**src/rtl/imem_arb_pkg.sv**
```systemverilog
// Shared constants and helpers for the instruction-memory arbiter.
// Port indices, the word-alignment mask and the legal-address test live here.
package imem_arb_pkg;

  localparam int PORT_IF    = 0;
  localparam int PORT_DBG   = 1;
  localparam int NUM_PORTS  = 2;

  // Addresses are widened to this width before the legality test.
  localparam int ADDR_MAX_W = 64;
  localparam int LIMIT_W    = ADDR_MAX_W + 1;

  localparam logic [1:0] WORD_ALIGN_MASK = 2'b11;

  typedef enum logic [0:0] {
    WIN_IF  = 1'b0,
    WIN_DBG = 1'b1
  } winner_e;

  // Legal means word aligned and strictly below the last byte of the memory;
  // the compare uses one extra bit so the limit itself cannot overflow.
  function automatic logic addr_legal(input logic [ADDR_MAX_W-1:0] addr,
                                      input int unsigned depth_words);
    logic [LIMIT_W-1:0] limit;
    logic               aligned;
    logic               in_range;
    limit    = LIMIT_W'(depth_words) << 2;
    aligned  = ((addr[1:0] & WORD_ALIGN_MASK) == 2'b00);
    in_range = ({1'b0, addr} < limit);
    return aligned && in_range;
  endfunction

endpackage

```
**src/rtl/imem_resp_reg.sv**
```systemverilog
// Per-port response register: one-cycle rvalid pulse with data and error flag.
// rdata/err hold their last value whenever the port is not loaded.
module imem_resp_reg
  import imem_arb_pkg::*;
#(
  parameter int DATA_W = 32
) (
  input  logic              clk,
  input  logic              rst,
  input  logic              load,
  input  logic              legal,
  input  logic [DATA_W-1:0] mem_data,
  output logic              rvalid,
  output logic [DATA_W-1:0] rdata,
  output logic              err
);

  logic              rvalid_reg;
  logic [DATA_W-1:0] rdata_reg;
  logic              err_reg;

  always_ff @(posedge clk or posedge rst) begin
    if (rst) begin
      rvalid_reg <= 1'b0;
      rdata_reg  <= '0;
      err_reg    <= 1'b0;
    end else begin
      rvalid_reg <= load;
      if (load) begin
        // Illegal accesses never touch memory, so their data is forced to zero.
        rdata_reg <= legal ? mem_data : '0;
        err_reg   <= ~legal;
      end
    end
  end

  assign rvalid = rvalid_reg;
  assign rdata  = rdata_reg;
  assign err    = err_reg;

endmodule

```
**src/rtl/imem_arbiter.sv**
```systemverilog
// Two-port arbiter for a combinational-read instruction memory: IF has fixed
// priority, a starvation counter forces a DBG grant after STARVE_MAX refusals.
module imem_arbiter
  import imem_arb_pkg::*;
#(
  parameter int          ADDR_W      = 32,
  parameter int          DATA_W      = 32,
  parameter int unsigned DEPTH_WORDS = 1024,
  parameter int unsigned STARVE_MAX  = 8
) (
  input  logic              clk,
  input  logic              rst,
  input  logic              if_req,
  input  logic [ADDR_W-1:0] if_addr,
  output logic              if_gnt,
  output logic              if_rvalid,
  output logic [DATA_W-1:0] if_rdata,
  output logic              if_err,
  input  logic              dbg_req,
  input  logic [ADDR_W-1:0] dbg_addr,
  output logic              dbg_gnt,
  output logic              dbg_rvalid,
  output logic [DATA_W-1:0] dbg_rdata,
  output logic              dbg_err,
  output logic              mem_ce,
  output logic [ADDR_W-1:0] mem_addr,
  input  logic [DATA_W-1:0] mem_data
);

  localparam int CNT_W = $clog2(STARVE_MAX + 1);
  localparam logic [CNT_W-1:0] CNT_MAX = CNT_W'(STARVE_MAX);

  logic [NUM_PORTS-1:0]             req;
  logic [NUM_PORTS-1:0][ADDR_W-1:0] addr;
  logic [NUM_PORTS-1:0]             legal;
  logic [NUM_PORTS-1:0]             gnt;
  logic [NUM_PORTS-1:0]             rvalid;
  logic [NUM_PORTS-1:0][DATA_W-1:0] rdata;
  logic [NUM_PORTS-1:0]             err;

  logic [CNT_W-1:0] starve_cnt_reg;
  logic [CNT_W-1:0] starve_cnt_next;
  logic             starve_hit;
  winner_e          winner;
  logic             any_gnt;

  assign req[PORT_IF]   = if_req;
  assign req[PORT_DBG]  = dbg_req;
  assign addr[PORT_IF]  = if_addr;
  assign addr[PORT_DBG] = dbg_addr;

  genvar gi;
  generate
    for (gi = 0; gi < NUM_PORTS; gi++) begin : g_port
      assign legal[gi] = addr_legal(ADDR_MAX_W'(addr[gi]), DEPTH_WORDS);

      imem_resp_reg #(
        .DATA_W (DATA_W)
      ) u_resp (
        .clk      (clk),
        .rst      (rst),
        .load     (gnt[gi]),
        .legal    (legal[gi]),
        .mem_data (mem_data),
        .rvalid   (rvalid[gi]),
        .rdata    (rdata[gi]),
        .err      (err[gi])
      );
    end
  endgenerate

  // Grants are suppressed while reset is held so nothing reaches memory.
  always_comb begin
    starve_hit    = (starve_cnt_reg == CNT_MAX);
    gnt           = '0;
    winner        = WIN_IF;
    if (!rst) begin
      if (req[PORT_DBG] && (!req[PORT_IF] || starve_hit)) begin
        gnt[PORT_DBG] = 1'b1;
        winner        = WIN_DBG;
      end else if (req[PORT_IF]) begin
        gnt[PORT_IF]  = 1'b1;
      end
    end
    any_gnt = |gnt;
  end

  always_comb begin
    mem_ce   = 1'b0;
    mem_addr = '0;
    if (any_gnt) begin
      if (winner == WIN_DBG) begin
        mem_ce   = legal[PORT_DBG];
        mem_addr = legal[PORT_DBG] ? addr[PORT_DBG] : '0;
      end else begin
        mem_ce   = legal[PORT_IF];
        mem_addr = legal[PORT_IF] ? addr[PORT_IF] : '0;
      end
    end
  end

  // Counts consecutive refused DBG cycles; any grant or dropped request clears it.
  always_comb begin
    starve_cnt_next = starve_cnt_reg;
    if (!req[PORT_DBG] || gnt[PORT_DBG]) begin
      starve_cnt_next = '0;
    end else if (!starve_hit) begin
      starve_cnt_next = starve_cnt_reg + CNT_W'(1);
    end
  end

  always_ff @(posedge clk or posedge rst) begin
    if (rst) begin
      starve_cnt_reg <= '0;
    end else begin
      starve_cnt_reg <= starve_cnt_next;
    end
  end

  assign if_gnt     = gnt[PORT_IF];
  assign if_rvalid  = rvalid[PORT_IF];
  assign if_rdata   = rdata[PORT_IF];
  assign if_err     = err[PORT_IF];
  assign dbg_gnt    = gnt[PORT_DBG];
  assign dbg_rvalid = rvalid[PORT_DBG];
  assign dbg_rdata  = rdata[PORT_DBG];
  assign dbg_err    = err[PORT_DBG];

endmodule

```
**config.mk**
```make
export PLATFORM = sky130hd
export DESIGN_NAME = imem_arbiter
export DESIGN_NICKNAME = d
export VERILOG_FILES = /design/src/rtl/imem_arb_pkg.sv /design/src/rtl/imem_resp_reg.sv /design/src/rtl/imem_arbiter.sv
export SDC_FILE = /design/constraint.sdc
export NUM_CORES = 1
export LEC_CHECK = 0
export CAP_MARGIN = 20
export CORE_AREA = 2 2 106 98
export CTS_CLUSTER_SIZE = 14
export DETAILED_ROUTE_END_ITERATION = 8
export DIE_AREA = 0 0 108 100
export HOLD_SLACK_MARGIN = 0.08
export PLACE_DENSITY = 0.77
export SKIP_CTS_REPAIR_TIMING = 1
export SYNTH_ARGS = -nofsm -noshare
export SYNTH_HDL_FRONTEND = slang
export SYNTH_HIERARCHICAL = 1
export SYNTH_SLANG_ARGS = --single-unit
```
**constraint.sdc**
```tcl
create_clock -name clk -period 1.8 [get_ports clk]
set_input_delay 0.18 -clock clk [delete_from_list [all_inputs] [get_ports clk]]
set_output_delay 0.18 -clock clk [all_outputs]
set_load 0.02 [all_outputs]
```
-- Word level (Yosys, flattened, before mapping)
Cells that the tools add are included.
- add/subtract/negate cells: 1
- bitwise gates (word level): 2
- muxes and demuxes: 15
- reductions and logical operators: 10
- equality and inequality tests: 2
- $lt $le $gt $ge: 2
- operators by type and width (operator ; count):
    32-bit two-way mux ; 6
    32-bit by 13-bit less-than comparator with 1-bit output (second input constant) ; 2
    4-bit two-way mux ; 2
    1-bit two-way mux ; 6
    4-bit by 1-bit adder with 4-bit output (second input constant) ; 1
    4-bit equality test (second input constant) ; 1
    2-bit logical NOT ; 2
    1-bit logical AND ; 3
    1-bit logical NOT ; 2
    1-bit logical OR ; 2
    2-bit two-way mux ; 1
    2-bit by 1-bit != test with 1-bit output (second input constant) ; 1
    1-bit inverter ; 2
    2-bit OR reduction ; 1
- logic and storage cells: 39
- input bits: 100
- output and inout bits: 103
- bits in registers: 72

-- Longest topological paths before layout
- depth in word-level cells: 7
- mapped depth: 10

-- Cells and area by module
Netlist, hierarchy kept.
- by module, submodules not included (module ; area an instance (um^2) ; cells an instance ; times used):
    imem_resp_reg ; 1216.2 ; 78 ; 2
    imem_arbiter ; 691.9 ; 84 ; 1

-- Worst setup path after synthesis
OpenSTA, ideal clock, no wires.
- path kind: reg2reg
- start point: register starve_cnt_reg[0]
- end point: register g_port[1].u_resp.rdata_reg[13]
- period minus slack after synthesis: 2.117 ns
- path slack: -0.317 ns
- cell stages (with the launch flop): 11
- data required time: 1.679 ns
- arrival: 1.996 ns
- cell sequence: dfrtp_1 > inv_1 > ha_1 > nand3b_4 > a211o_1 > clkbuf_1 > inv_1 > and2_1 > buf_6 > buf_6 > a22o_1
- cells in the longest elaborated chain, start to end: 5
- ends and longest elaborated chain (item ; RTL line ; text):
    start: declaration ; imem_arbiter.sv:41 ; logic [CNT_W-1:0] starve_cnt_reg;
    start signal: assignment ; imem_arbiter.sv:116 ; starve_cnt_reg <= starve_cnt_next;
    4-bit equality test ; imem_arbiter.sv:74 ; starve_hit = (starve_cnt_reg == CNT_MAX);
    1-bit logical OR ; imem_arbiter.sv:78 ; if (req[PORT_DBG] && (!req[PORT_IF] || starve_hit)) begin
    1-bit logical AND ; imem_arbiter.sv:78 ;
    1-bit two-way mux ; imem_arbiter.sv:78 ;
    2-bit two-way mux ; imem_arbiter.sv:77 ; if (!rst) begin
    named net dbg_gnt ; imem_arbiter.sv:21 ; output logic dbg_gnt,
    end signal: assignment ; imem_resp_reg.sv:31 ; rdata_reg <= legal ? mem_data : '0;
    end: declaration ; imem_resp_reg.sv:19 ; logic [DATA_W-1:0] rdata_reg;
The timed path passes the listed nets, and every way through them passes these cells.
A chain may end at the register's enable or synchronous reset.

-- Final worst setup path
- start point: input dbg_addr[27]
- end point: output mem_addr[5]
- cells in the longest elaborated chain, start to end: 5
- ends and longest elaborated chain (item ; RTL line ; text):
    start: declaration ; imem_arbiter.sv:20 ; input logic [ADDR_W-1:0] dbg_addr,
    32-bit by 13-bit less-than comparator with 1-bit output ; imem_arb_pkg.sv:29 ; in_range = ({1'b0, addr} < limit);
    1-bit logical AND ; imem_arb_pkg.sv:30 ; return aligned && in_range;
    32-bit two-way mux ; imem_arbiter.sv:94 ; mem_addr = legal[PORT_DBG] ? addr[PORT_DBG] : '0;
    32-bit two-way mux ; imem_arbiter.sv:92 ; if (winner == WIN_DBG) begin
    32-bit two-way mux ; imem_arbiter.sv:91 ; if (any_gnt) begin
    end: declaration ; imem_arbiter.sv:26 ; output logic [ADDR_W-1:0] mem_addr,
No other way between the ends.

==> out/metrics.cfg <==
[routing]
wire_per_inst_um=17.3
route.detailed.drc=0
initialDrtViolationCount=86
ant_nets=0
dr.pass1.iters=4
viasPerCell=4.95
vias=2902
wl_um=10200

[sta]
rsz0062_at_grt=yes
fmax_ghz=0.462
final.period_utilization_pct=120
slew_violations=0
setup_ws_ps=-366
layout_min_cycle_time_ps=2170
setup_violations=61
tns_ps=-12720
clock_skew_ps=3.83
final_hold_viol_count=0

[power]
leakage_nw=2.54
vdd.ir_drop.worst_uv=384
p_total_mw=3.71
p_per_area_nw_per_um2=668

[synthesis]
synth_mux_area_share_pct=0
syn_area_per_cell_um2=13.0
async_flop_share_pct=100
synthCells=240
synth.distinct_cells=29
synth-main-ff-cell=dfrtp_1
syn_area_um2=3120
ys_seq_elements=72
synth_area_leaders=dfrtp_1 (58%), a22o_1 (18%), buf_4 (5.3%)
synth_most_common_cell=dfrtp_1
synth_top_family_by_area=compound AO/OA/AOI/OAI gates
synth_common_cells=dfrtp_1 (72), a22o_1 (64), buf_4 (22), a32o_1 (10), nor4_1 (10)
yosysWarningCount=6
synth-edff-count=0
yosys.area_share.xor_xnor_pct=0.841
synth_top_area_share_pct=57.7
synth-adder-area-share_pct=0.801
synth-compound-area-share_pct=23.4
yosys.area_share.simple_pct=6.29
yosys.area.top_type=dfrtp_1
seq_area_frac_synth_pct=57.7

[status]
status=complete, but fails checks
violations=negative setup slack

[finish]
syn2layout_area_growth_pct=78.0
multi_input_area_um2=1130
drive_above_1_share_pct=20.6
largest_reg_flops=64
nets=554
n_antenna_cell=0
register_area_um2=1800
fillers=832
finalNonFillerCells=586

[grt]
grt_usage_pct=18.5
antenna_found_initial=0
grt_pass1_wl_um=15300
overflow=0
grt_max_degree=33
grt_pass1_vias=3048

[floorplan]
initial_core_util_pct=31.7
coreArea_um2=9850
io_pins=203
die_height_um=100
dieArea_um2=10800
die_width_um=108
placementRows=35

[setup_path]
start_kind=input port
arrival_ps=1990
criticalPathCategory=input port to output pin
cp_data_required_time_ps=1620
worst-path-max-fanout=5
reg2reg_depth=10
end_kind=output pin

[cts]
insertion_delay_ps=350
root_buffer=clkbuf_8
ctsHtreeMaxLevel=3
cts_buffers=9
clock_path_buffers=2
cts_tree=built
cts.sinks=72
path_clk_slew_ps=80

[placed_design]
io_buffers=180
placedCellCount=564
dp_hpwl_um=7590
place.gp.congestion=0.770

[min_path]
min_path_type=input port to async pin

[flow_run]
cap_viol_max_count=0

## layout make-up
cell class                 instances  share of cell area (%)
multi-input combinational        141                    20.4
tap                              129                    2.90
sequential                        72                    32.4
clock inverter                     7                    2.29
inverter                           9                   0.697
clock buffer                       9                    2.23
timing repair buffer             219                    39.1
## path summary, 6_finish.rpt
check,from,to,slack [ps]
min reg2reg,g_port[0].u_resp/err$_DFFE_PP0P_,g_port[0].u_resp/err$_DFFE_PP0P_,500
max in group asynchronous,rst,g_port[0].u_resp/rdata[31]$_DFFE_PP0P_,1210
min in group clk,mem_data[3],g_port[1].u_resp/rdata[3]$_DFFE_PP0P_,450
max,dbg_addr[27],mem_addr[5],-370
min,rst,starve_cnt_reg[2]$_DFFE_PP0P_,310
max reg2reg,starve_cnt_reg[1]$_DFFE_PP0P_,g_port[1].u_resp/rdata[19]$_DFFE_PP0P_,-280
## critical path, stage by stage
cell and delay (ps):
clkdlybuf4s50_1 390, or4_4 560, a2111oi_4 390, buf_4 200
a32o_2 140, buf_6 110
## placed cells by master (no fill, tap or decap), drive strengths merged
cell type | Yosys | final
clkdlybuf4s50 | 0 | 167
dfrtp | 72 | 72
a22o | 64 | 64
buf | 38 | 50
conb | 1 | 22
clkbuf | 1 | 11
inv | 9 | 11
a32o | 10 | 10
nor4 | 10 | 10
nand2 | 6 | 6
nor2 | 5 | 5
bufinv | 0 | 3
xnor2 | 2 | 2
nand4 | 2 | 2
a2111oi | 2 | 2
clkinv | 0 | 2
nand2b | 2 | 2
o21ai | 2 | 2
a21oi | 2 | 2
or4 | 2 | 2
ha | 2 | 2
and2 | 2 | 2
nand3b | 1 | 1
a211o | 1 | 1
nor3 | 1 | 1
or2 | 1 | 1
nand3 | 1 | 1
xor2 | 1 | 1
## layer usage
metal	track usage (%)	vias to the layer above	wire length (um)
met5	0	-	0
met1	20.7	1444	3870
met2	33.6	150	5330
met3	5.84	14	802
met4	5.23	0	161
li1	-	1294	-
## through the flow
step / cell area, um^2 / hold slack, ps / setup WS (ps) / utilization (%)
floorplan: 3250 / -45.6 / 12.7 / -
global placement: 5180 / 483 / -821 / 52.6
detailed placement: 5180 / 495 / -839 / 52.6
CTS: 5430 / 308 / -835 / 55.1
global route: 5560 / 320 / -450 / 56.4
finish: 5560 / 314 / -366 / 56.4
## logic make-up after synthesis
kind of cell             Yosys count
AO/OA/AOI/OAI                     81
flip-flops                        72
buffers and inverters             48
AND/OR/NAND/NOR                   33
XOR/XNOR                           3
adder cells (fa/ha/maj)            2
other                              1
## where the power goes
part,internal [mW],switching (mW),leakage (nW)
sequential,1.63,0.00898,0.998
combinational,0.271,0.215,1.41
clock,0.939,0.651,0.126
total,2.84,0.875,2.54
Note: power is estimated with default switching activity, not from simulation.
